**src/rtl/ysyx_23060025_wb_scoreboard_if.sv**
```systemverilog
// Issue, writeback and IDU-query bundle between the pipeline and the writer-side scoreboard.
// master is the pipeline side; slave is the scoreboard.
interface ysyx_23060025_wb_scoreboard_if #(
  parameter int unsigned INFL_W = 4
);
  logic              issue_fire_i;
  logic              issue_wd_i;
  logic [4:0]        issue_wreg_i;
  logic              issue_csr_wen_i;
  logic [11:0]       issue_csr_waddr_i;
  logic              wb_valid_i;
  logic              wb_wd_i;
  logic [4:0]        wb_wreg_i;
  logic              wb_csr_wen_i;
  logic              flush_i;
  logic              idu_ren1_i;
  logic [4:0]        idu_rsc1_i;
  logic              idu_ren2_i;
  logic [4:0]        idu_rsc2_i;
  logic              idu_csr_ren_i;
  logic [11:0]       idu_csr_raddr_i;
  logic              sb_reg1_busy_o;
  logic              sb_reg2_busy_o;
  logic              sb_csr_busy_o;
  logic              sb_full_o;
  logic              sb_stall_o;
  logic [INFL_W-1:0] sb_inflight_o;
  logic              sb_err_o;

  modport master (
    output issue_fire_i, issue_wd_i, issue_wreg_i, issue_csr_wen_i, issue_csr_waddr_i,
    output wb_valid_i, wb_wd_i, wb_wreg_i, wb_csr_wen_i, flush_i,
    output idu_ren1_i, idu_rsc1_i, idu_ren2_i, idu_rsc2_i, idu_csr_ren_i, idu_csr_raddr_i,
    input  sb_reg1_busy_o, sb_reg2_busy_o, sb_csr_busy_o, sb_full_o, sb_stall_o,
    input  sb_inflight_o, sb_err_o
  );

  modport slave (
    input  issue_fire_i, issue_wd_i, issue_wreg_i, issue_csr_wen_i, issue_csr_waddr_i,
    input  wb_valid_i, wb_wd_i, wb_wreg_i, wb_csr_wen_i, flush_i,
    input  idu_ren1_i, idu_rsc1_i, idu_ren2_i, idu_rsc2_i, idu_csr_ren_i, idu_csr_raddr_i,
    output sb_reg1_busy_o, sb_reg2_busy_o, sb_csr_busy_o, sb_full_o, sb_stall_o,
    output sb_inflight_o, sb_err_o
  );
endinterface

```
**src/rtl/ysyx_23060025_wb_scoreboard.sv**
```systemverilog
// Writer-side scoreboard: counts outstanding GPR writes, queues pending CSR writes in order,
// and reports source busy, structural full, in-flight count and sticky protocol errors to IDU.
module ysyx_23060025_wb_scoreboard #(
  parameter int unsigned CNT_W     = 2,
  parameter int unsigned CSR_DEPTH = 2,
  parameter int unsigned INFL_W    = 4
) (
  input logic                          clock,
  input logic                          reset,
  ysyx_23060025_wb_scoreboard_if.slave sb
);
  localparam int unsigned PtrW  = $clog2(CSR_DEPTH);
  localparam int unsigned FcntW = $clog2(CSR_DEPTH + 1);
  localparam logic [CNT_W-1:0]  CntMax  = '1;
  localparam logic [INFL_W-1:0] InflMax = '1;
  localparam logic [FcntW-1:0]  FifoMax = FcntW'(CSR_DEPTH);

  logic [CNT_W-1:0]  cnt_q [32];
  logic [CNT_W-1:0]  cnt_d [32];
  logic [11:0]       csr_addr_q [CSR_DEPTH];
  logic [PtrW-1:0]   csr_offs [CSR_DEPTH];
  logic [PtrW-1:0]   wptr_q, rptr_q;
  logic [FcntW-1:0]  fcnt_q;
  logic [INFL_W-1:0] infl_q;
  logic              err_q;

  logic gpr_iss, gpr_wb, full, wb_infl_ok, infl_wrap, issue_ok;
  logic gpr_inc, gpr_dec_err, gpr_dec;
  logic csr_push, csr_pop_req, csr_pop_err, csr_pop, err_set;
  logic reg1_busy, reg2_busy, csr_busy;
  logic [CSR_DEPTH-1:0] csr_hit;

  assign gpr_iss = sb.issue_wd_i & (sb.issue_wreg_i != 5'd0);
  assign gpr_wb  = sb.wb_valid_i & sb.wb_wd_i & (sb.wb_wreg_i != 5'd0);

  // Fullness looks only at registered state; a same-cycle retire never frees a slot.
  assign full = (gpr_iss & (cnt_q[sb.issue_wreg_i] == CntMax)) |
                (sb.issue_csr_wen_i & (fcnt_q == FifoMax));

  assign wb_infl_ok  = sb.wb_valid_i & (infl_q != '0);
  assign infl_wrap   = sb.issue_fire_i & ~full & (infl_q == InflMax) & ~wb_infl_ok;
  assign issue_ok    = sb.issue_fire_i & ~full & ~infl_wrap;
  assign gpr_inc     = issue_ok & gpr_iss;
  assign gpr_dec_err = gpr_wb & (cnt_q[sb.wb_wreg_i] == '0);
  assign gpr_dec     = gpr_wb & ~gpr_dec_err;
  assign csr_push    = issue_ok & sb.issue_csr_wen_i;
  assign csr_pop_req = sb.wb_valid_i & sb.wb_csr_wen_i;
  assign csr_pop_err = csr_pop_req & (fcnt_q == '0);
  assign csr_pop     = csr_pop_req & ~csr_pop_err;
  assign err_set     = (sb.issue_fire_i & full) | infl_wrap | gpr_dec_err | csr_pop_err |
                       (sb.wb_valid_i & (infl_q == '0));

  always_comb begin
    for (int i = 0; i < 32; i++) cnt_d[i] = cnt_q[i];
    if (gpr_dec) cnt_d[sb.wb_wreg_i] = cnt_d[sb.wb_wreg_i] - CNT_W'(1);
    if (gpr_inc) cnt_d[sb.issue_wreg_i] = cnt_d[sb.issue_wreg_i] + CNT_W'(1);
  end

  // Entry i is live when its distance from the head is below the occupancy.
  always_comb begin
    for (int i = 0; i < CSR_DEPTH; i++) begin
      csr_offs[i] = PtrW'(i) - rptr_q;
      csr_hit[i]  = (FcntW'(csr_offs[i]) < fcnt_q) & (csr_addr_q[i] == sb.idu_csr_raddr_i);
    end
  end

  assign reg1_busy = sb.idu_ren1_i & (sb.idu_rsc1_i != 5'd0) & (cnt_q[sb.idu_rsc1_i] != '0);
  assign reg2_busy = sb.idu_ren2_i & (sb.idu_rsc2_i != 5'd0) & (cnt_q[sb.idu_rsc2_i] != '0);
  assign csr_busy  = sb.idu_csr_ren_i & (|csr_hit);

  assign sb.sb_reg1_busy_o = reg1_busy;
  assign sb.sb_reg2_busy_o = reg2_busy;
  assign sb.sb_csr_busy_o  = csr_busy;
  assign sb.sb_full_o      = full;
  assign sb.sb_stall_o     = reg1_busy | reg2_busy | csr_busy | full;
  assign sb.sb_inflight_o  = infl_q;
  assign sb.sb_err_o       = err_q;

  always_ff @(posedge clock) begin
    if (reset) begin
      for (int i = 0; i < 32; i++) cnt_q[i] <= '0;
      wptr_q <= '0;
      rptr_q <= '0;
      fcnt_q <= '0;
      infl_q <= '0;
      err_q  <= 1'b0;
    end else begin
      if (err_set) err_q <= 1'b1;
      if (sb.flush_i) begin
        for (int i = 0; i < 32; i++) cnt_q[i] <= '0;
        wptr_q <= '0;
        rptr_q <= '0;
        fcnt_q <= '0;
        infl_q <= '0;
      end else begin
        for (int i = 0; i < 32; i++) cnt_q[i] <= cnt_d[i];
        if (csr_push) begin
          csr_addr_q[wptr_q] <= sb.issue_csr_waddr_i;
          wptr_q             <= wptr_q + PtrW'(1);
        end
        if (csr_pop) rptr_q <= rptr_q + PtrW'(1);
        fcnt_q <= fcnt_q + FcntW'(csr_push) - FcntW'(csr_pop);
        infl_q <= infl_q + INFL_W'(issue_ok) - INFL_W'(wb_infl_ok);
      end
    end
  end
endmodule

```
**src/flat_wrapper.sv**
```systemverilog
// flat-port wrapper written by rule: the top's interface ports become plain ports
module ysyx_23060025_wb_scoreboard_flat 
#(
  parameter int unsigned CNT_W     = 2,
  parameter int unsigned CSR_DEPTH = 2,
  parameter int unsigned INFL_W    = 4
)
  (clock, reset, sb_issue_fire_i, sb_issue_wd_i, sb_issue_wreg_i, sb_issue_csr_wen_i, sb_issue_csr_waddr_i, sb_wb_valid_i, sb_wb_wd_i, sb_wb_wreg_i, sb_wb_csr_wen_i, sb_flush_i, sb_idu_ren1_i, sb_idu_rsc1_i, sb_idu_ren2_i, sb_idu_rsc2_i, sb_idu_csr_ren_i, sb_idu_csr_raddr_i, sb_sb_reg1_busy_o, sb_sb_reg2_busy_o, sb_sb_csr_busy_o, sb_sb_full_o, sb_sb_stall_o, sb_sb_inflight_o, sb_sb_err_o);
  ysyx_23060025_wb_scoreboard_if #(.INFL_W(INFL_W)) sb_i ();
  input logic clock;
  input logic reset;
  input wire logic [$bits(sb_i.issue_fire_i)-1:0] sb_issue_fire_i;
  input wire logic [$bits(sb_i.issue_wd_i)-1:0] sb_issue_wd_i;
  input wire logic [$bits(sb_i.issue_wreg_i)-1:0] sb_issue_wreg_i;
  input wire logic [$bits(sb_i.issue_csr_wen_i)-1:0] sb_issue_csr_wen_i;
  input wire logic [$bits(sb_i.issue_csr_waddr_i)-1:0] sb_issue_csr_waddr_i;
  input wire logic [$bits(sb_i.wb_valid_i)-1:0] sb_wb_valid_i;
  input wire logic [$bits(sb_i.wb_wd_i)-1:0] sb_wb_wd_i;
  input wire logic [$bits(sb_i.wb_wreg_i)-1:0] sb_wb_wreg_i;
  input wire logic [$bits(sb_i.wb_csr_wen_i)-1:0] sb_wb_csr_wen_i;
  input wire logic [$bits(sb_i.flush_i)-1:0] sb_flush_i;
  input wire logic [$bits(sb_i.idu_ren1_i)-1:0] sb_idu_ren1_i;
  input wire logic [$bits(sb_i.idu_rsc1_i)-1:0] sb_idu_rsc1_i;
  input wire logic [$bits(sb_i.idu_ren2_i)-1:0] sb_idu_ren2_i;
  input wire logic [$bits(sb_i.idu_rsc2_i)-1:0] sb_idu_rsc2_i;
  input wire logic [$bits(sb_i.idu_csr_ren_i)-1:0] sb_idu_csr_ren_i;
  input wire logic [$bits(sb_i.idu_csr_raddr_i)-1:0] sb_idu_csr_raddr_i;
  output wire logic [$bits(sb_i.sb_reg1_busy_o)-1:0] sb_sb_reg1_busy_o;
  output wire logic [$bits(sb_i.sb_reg2_busy_o)-1:0] sb_sb_reg2_busy_o;
  output wire logic [$bits(sb_i.sb_csr_busy_o)-1:0] sb_sb_csr_busy_o;
  output wire logic [$bits(sb_i.sb_full_o)-1:0] sb_sb_full_o;
  output wire logic [$bits(sb_i.sb_stall_o)-1:0] sb_sb_stall_o;
  output wire logic [$bits(sb_i.sb_inflight_o)-1:0] sb_sb_inflight_o;
  output wire logic [$bits(sb_i.sb_err_o)-1:0] sb_sb_err_o;
  assign sb_i.issue_fire_i = sb_issue_fire_i;
  assign sb_i.issue_wd_i = sb_issue_wd_i;
  assign sb_i.issue_wreg_i = sb_issue_wreg_i;
  assign sb_i.issue_csr_wen_i = sb_issue_csr_wen_i;
  assign sb_i.issue_csr_waddr_i = sb_issue_csr_waddr_i;
  assign sb_i.wb_valid_i = sb_wb_valid_i;
  assign sb_i.wb_wd_i = sb_wb_wd_i;
  assign sb_i.wb_wreg_i = sb_wb_wreg_i;
  assign sb_i.wb_csr_wen_i = sb_wb_csr_wen_i;
  assign sb_i.flush_i = sb_flush_i;
  assign sb_i.idu_ren1_i = sb_idu_ren1_i;
  assign sb_i.idu_rsc1_i = sb_idu_rsc1_i;
  assign sb_i.idu_ren2_i = sb_idu_ren2_i;
  assign sb_i.idu_rsc2_i = sb_idu_rsc2_i;
  assign sb_i.idu_csr_ren_i = sb_idu_csr_ren_i;
  assign sb_i.idu_csr_raddr_i = sb_idu_csr_raddr_i;
  assign sb_sb_reg1_busy_o = sb_i.sb_reg1_busy_o;
  assign sb_sb_reg2_busy_o = sb_i.sb_reg2_busy_o;
  assign sb_sb_csr_busy_o = sb_i.sb_csr_busy_o;
  assign sb_sb_full_o = sb_i.sb_full_o;
  assign sb_sb_stall_o = sb_i.sb_stall_o;
  assign sb_sb_inflight_o = sb_i.sb_inflight_o;
  assign sb_sb_err_o = sb_i.sb_err_o;
  ysyx_23060025_wb_scoreboard #(.CNT_W(CNT_W), .CSR_DEPTH(CSR_DEPTH), .INFL_W(INFL_W)) u_core (.clock(clock), .reset(reset), .sb(sb_i));
endmodule
```
**config.mk**
```make
export PLATFORM = sky130hd
export DESIGN_NAME = ysyx_23060025_wb_scoreboard_flat
export DESIGN_NICKNAME = d
export VERILOG_FILES = /design/src/rtl/ysyx_23060025_wb_scoreboard_if.sv /design/src/rtl/ysyx_23060025_wb_scoreboard.sv /design/src/flat_wrapper.sv
export SDC_FILE = /design/constraint.sdc
export NUM_CORES = 1
export LEC_CHECK = 0
export BUFFER_PORTS_ARGS = -buffer_cell sky130_fd_sc_hd__buf_4
export CAP_MARGIN = 20
export CORE_ASPECT_RATIO = 0.75
export CORE_UTILIZATION = 35
export DETAILED_ROUTE_END_ITERATION = 6
export GPL_TIMING_DRIVEN = 1
export HOLD_SLACK_MARGIN = 0.02
export PLACE_DENSITY = 0.59
export SLEW_MARGIN = 20
export SYNTH_ARGS = -nofsm -noshare
export SYNTH_HDL_FRONTEND = slang
export SYNTH_SLANG_ARGS = --single-unit
```
**constraint.sdc**
```tcl
create_clock -name clock -period 5.8 [get_ports clock]
set_clock_uncertainty 0.2 [all_clocks]
set_input_delay 1.16 -clock clock [delete_from_list [all_inputs] [get_ports clock]]
set_output_delay 1.16 -clock clock [all_outputs]
set_load 0.02 [all_outputs]
```
* After elaboration in Yosys (flattened, before gate mapping)
Memories as Yosys holds them, arrays and structs flattened.
Index checks and enable logic that the tools add are counted.
W data, S select, Z words.
** Operators by class
- Add/sub/neg operators :: 10
- Bitwise gates (word level) :: 105
- Equal/unequal tests :: 5
- Muxes and demuxes :: 90
- Reduce and logical (&&, ||, !) cells :: 14
- Order comparisons :: 6
** Operators by type and width (number)
- $mux W2 :: 70
- $bwmux W64 :: 2
- $mux W64 :: 2
- $or A1 B1 Y1 :: 72
- $and A1 B1 Y1 :: 26
- $eq A12 B12 Y1 :: 2
- $bmux W2 S5 :: 2
- $demux W2 S5 :: 2
- $reduce_bool A5 Y1 :: 4
- $ge A6 B6 Y1 const B :: 2
- $lt A6 B1 Y1 const B :: 2
- $mux W1 :: 12
- $not A5 Y6 :: 2
- $not A1 Y1 :: 5
- $add A4 B1 Y4 :: 1
- $eq A2 B2 Y1 const B :: 2
- $eq A4 B4 Y1 const B :: 1
- $logic_not A2 Y1 :: 2
- $logic_not A4 Y1 :: 1
- $lt A1 B2 Y1 :: 2
- $reduce_bool A2 Y1 :: 2
- $reduce_bool A4 Y1 :: 1
- $reduce_or A2 Y1 :: 2
- $sub A4 B1 Y4 :: 1
- other kinds (7) :: 10
** Storage, ports and cells
- Flip-flop bits (word level) :: 9
- Bits of input ports :: 56
- Bits in writable memories :: 88
- Output and inout port bits :: 10
- Memories kept :: 2
** Memory list
- u_core.cnt_q :: depth 32, width 2, read ports 36, clocked after Yosys merged registers in 0, wr ports 32, line ysyx_23060025_wb_scoreboard.sv:18 : logic [CNT_W-1:0] cnt_q [32];
- u_core.csr_addr_q :: depth 2, width 12, read ports 2, clocked after Yosys merged registers in 0, wr ports 1, line ysyx_23060025_wb_scoreboard.sv:20 : logic [11:0] csr_addr_q [CSR_DEPTH];

* Longest topological paths before layout
- Depth in word-level cells :: 15
- Depth in mapped cells :: 22
- Depth with buffers taken out :: 13

* Worst setup path after synthesis
OpenSTA, ideal clock, no wires.
- Path type :: input port to flip-flop
- Start :: in sb_wb_wreg_i[1]
- End :: mem u_core.cnt_q[22][1], data pin
- Slack :: -0.282 ns
- Cell stages on the path :: 20
- Library setup time :: 0.259 ns
- Arrival :: 5.623 ns
- Cell sequence :: buf_2 -> buf_6 -> clkbuf_1 -> buf_1 -> mux4_2 -> a22o_1 -> a2111oi_0 -> ha_1 -> and4bb_1 -> buf_6 -> and3b_1 -> buf_4 -> mux2i_1 -> o221ai_1 -> a221oi_1 -> or4_1 -> buf_2 -> buf_6 -> o2111a_1 -> o31a_1
** RTL lines
- start, declared :: line flat_wrapper.sv:19 : input wire logic [$bits(sb_i.wb_wreg_i)-1:0] sb_wb_wreg_i;
- end, declared :: line ysyx_23060025_wb_scoreboard.sv:18

==> impl_metrics.tcl <==
set metrics [dict create \
    finalWirelength_mm 39.1 \
    port-buffer-count 65 \
    synth_area_um2 9270 \
    first_iter_violations 1225 \
    critPathBufInv 4 \
    ctsHtreeMaxLevel 3 \
    cts_tree "done" \
    grt_max_degree 64 \
    pin_count 66 \
    cts_buffers 9 \
    cts_sinks 97 \
    drc 0 \
    min_period_ns 5.67 \
    path_clk_slew_ns 0.08 \
    overflow 0 \
    critPathKind "input port to flip-flop" \
    max_stage_delay_ns 0.71 \
    multi_input_area_um2 6120 \
    netlist.area_leader.share 0.278 \
    num-nets-final 1257 \
    tightestPinTransition_ns 1.18 \
    crit_family "simple AND/OR/NAND/NOR gates" \
    drt_pass1_iterations 6 \
    core-area_um2 26000 \
    arrival_ns 5.66 \
    ys_async_sr_fraction 0 \
    yosysTopAreaCell "edfxtp_1" \
    ys_types 84 \
    cts_buffer_depth 2 \
    clk_latency_ns 0.38 \
    fmax_ghz 0.176 \
    grt_pass1_vias 8821 \
    critPathSlowestCell "or4_2" \
    antenna_found_initial 0 \
    die_h_um 143 \
    dp_slack_ns -0.346 \
    holdWs_ns 0.303 \
    dp.cells 1522 \
    setup_ws_ns 0.129 \
    final_cells 1540 \
    grtUsageTotal 0.292 \
    worstHoldPathCells 2 \
    synthToLayoutAreaGrowth_pct 23.9 \
    dpl.hpwl_mm 29.0 \
    slew_headroom 0.214 \
    synth_edf_count 86 \
    initial_core_util 0.357 \
    vdd_drop_max_uv 141 \
    required_ns 5.79 \
    max_cap_violations 0 \
    rows 51 \
    final_hold_viol_count 0 \
    root_buffer "clkbuf_16" \
    hp-class "flip-flop to flip-flop" \
    dpl_cell_area_um2 11100 \
    reg2reg_depth 15 \
    die-area_um2 27200 \
    cp.depth 16 \
    outcome "finished clean" \
    period_share 0.978 \
    synth_cells 998 \
    path_common_cell "buf_4" \
    antenna_cells 0 \
    ys_ff_latch 97 \
    end_kind "flip-flop" \
    yosys_warnings 0 \
    synth.area.top_cells "edfxtp_1, mux4_2, nand3_1, a211oi_1, mux2i_1" \
    ys_seq_area_frac 0.302 \
    syn_area_per_cell_um2 9.29 \
    drive_above_1_share 0.269 \
    cp_max_fo 44 \
    regArea_um2 2800 \
    leakage_nw 4.31 \
    cts_hold_buf 0 \
    antenna_left 0 \
    drv_slew 0 \
    setup_viol 0 \
    crit_chain "buf_4 > or3b_1 > o221ai_1 > o21ai_0 > and4_1 > ha_2 > and4b_1 > buf_4 > nand3_1 > buf_4 > o21ai_0 > a221oi_1 > or4_2 > buf_12 > or4_1 > a31oi_1" \
    die_w_um 190 \
    cp-start-kind "input port" \
    grt_pass1_wl_mm 58.0 \
    tns_ns 0 \
    yosys_most_used_dff "edfxtp_1" \
    wl_per_cell_um 25.4 \
    fillers 2523 \
    power_per_cell_area_nw_per_um2 202 \
    vias 9586 \
    post-route-cell-area_um2 11500 \
    gp_congestion 1.03 \
    rsz0062_at_grt "no" \
    viasPerCell 6.22 \
]
[flip-flops by register name (all words and copies together), names as in the netlist]
name and cells:
u_core.cnt_q 64, u_core.csr_addr_q 24, u_core.sb.sb_inflight_o 4, u_core.fcnt_q 2
u_core.rptr_q 1, u_core.sb.sb_err_o 1, u_core.wptr_q 1
[logic make-up after synthesis]
group,after synthesis,synth area share
AND/OR/NAND/NOR,394,0.236
buffers and inverters,120,0.0657
other,1,0.000404
flip-flops,97,0.302
AO/OA/AOI/OAI,262,0.205
multiplexers,82,0.145
XOR/XNOR,32,0.0310
adder cells (fa/ha/maj),10,0.0143
[final cells by class]
cell class,instances,share of cell area
multi-input cells,842,0.532
clock inverters,5,0.00425
repair buffers,225,0.154
well taps,344,0.0374
clock buffers,11,0.0230
inverters,16,0.00523
flip-flops and latches,97,0.244
[stage by stage]
stage	utilization	power (W)
6_report	0.443	0.00232
3_5_place_dp	0.429	0.00165
2_1_floorplan	-	0.00131
3_3_place_gp	0.429	0.00164
4_1_cts	0.441	0.00230
5_1_grt	0.443	0.00241
[path summary, 6_finish.rpt]
check	startpoint	to	slack, ns
worst min register to register	u_core.sb.sb_err_o	u_core.sb.sb_err_o	0.30
worst max register to register	u_core.cnt_q[13][1]	u_core.cnt_q[26][1]	0.68
worst max-delay path	sb_wb_wreg_i[4]	u_core.cnt_q[26][1]	0.13
worst min-delay path	u_core.sb.sb_err_o	u_core.sb.sb_err_o	0.30
[routing by layer]
| metal | track usage | part of all wire | vias up |
|---|---|---|---|
| met5 | 0 | 0 | - |
| met4 | 0.0743 | 0.024 | 0 |
| met3 | 0.0902 | 0.13 | 77 |
| met2 | 0.406 | 0.40 | 609 |
| met1 | 0.429 | 0.44 | 4629 |
| li1 | - | - | 4271 |
[cell usage in the layout (no fill, tap or decap), types with 7 or more instances in the layout]
cell type / count
ha_1: 8
nand3_1: 64
o211ai_1: 8
xor2_1: 11
o2111ai_1: 25
or4_1: 27
mux2_2: 11
buf_4: 217
a31oi_1: 34
a21o_1: 10
o211a_1: 8
and3_1: 12
a211oi_1: 40
mux2i_1: 30
o21ai_0: 21
o311a_1: 8
and2_1: 12
nor3_1: 15
nor4_1: 10
a21oi_1: 40
dfxtp_1: 11
a311oi_1: 7
nor2_1: 76
nor2b_1: 32
mux4_2: 41
and3b_1: 7
o22ai_1: 7
clkbuf_16: 10
a22oi_1: 7
inv_1: 16
edfxtp_1: 86
nand2_1: 72
conb_1: 62
nand4_1: 10
xnor2_1: 20
[Yosys cell counts, types with 6 or more instances]
cell type  instances
a211oi_1          40
a21o_1            10
a21oi_1           40
a22oi_1            7
a311oi_1           7
a31oi_1           34
and2_1            12
and3_1            12
and3b_1            7
buf_2             28
buf_4             11
buf_6             11
clkbuf_1          50
dfxtp_1           11
edfxtp_1          86
ha_1               9
inv_1             16
mux2_2            11
mux2i_1           30
mux4_2            41
nand2_1           72
nand3_1           64
nand3b_1           6
nand4_1           10
nor2_1            76
nor2b_1           32
nor3_1            15
nor3b_1            7
nor4_1            10
o2111ai_1         25
o211a_1            8
o211ai_1           8
o21ai_0           21
o22ai_1            7
o311a_1            8
or4_1             28
xnor2_1           20
xor2_1            11
[report_power, final]
part	total (W)	internal, W	switching [W]
sequential	0.000854	0.000801	0.0000538
clock	0.000659	0.000341	0.000318
combinational	0.000806	0.000337	0.000469
total	0.00232	0.00148	0.000841
[worst reg2reg max path: cells and delay by family, from the launching register on]
kind            cells  cell delay [ns]
compound gates      6             1.32
fa+ha+maj           1             0.29
buf+inv             3             0.59
flops               1             0.52
mux                 1             0.52
simple gates        4             1.49
[timing repair]
action                                  CTS  global route
pin swaps                                 0             1
endpoints found under the setup margin    2            46
setup buffers                             0             2
resized for setup                         1             6
Note: power is estimated with default switching activity, not from simulation.
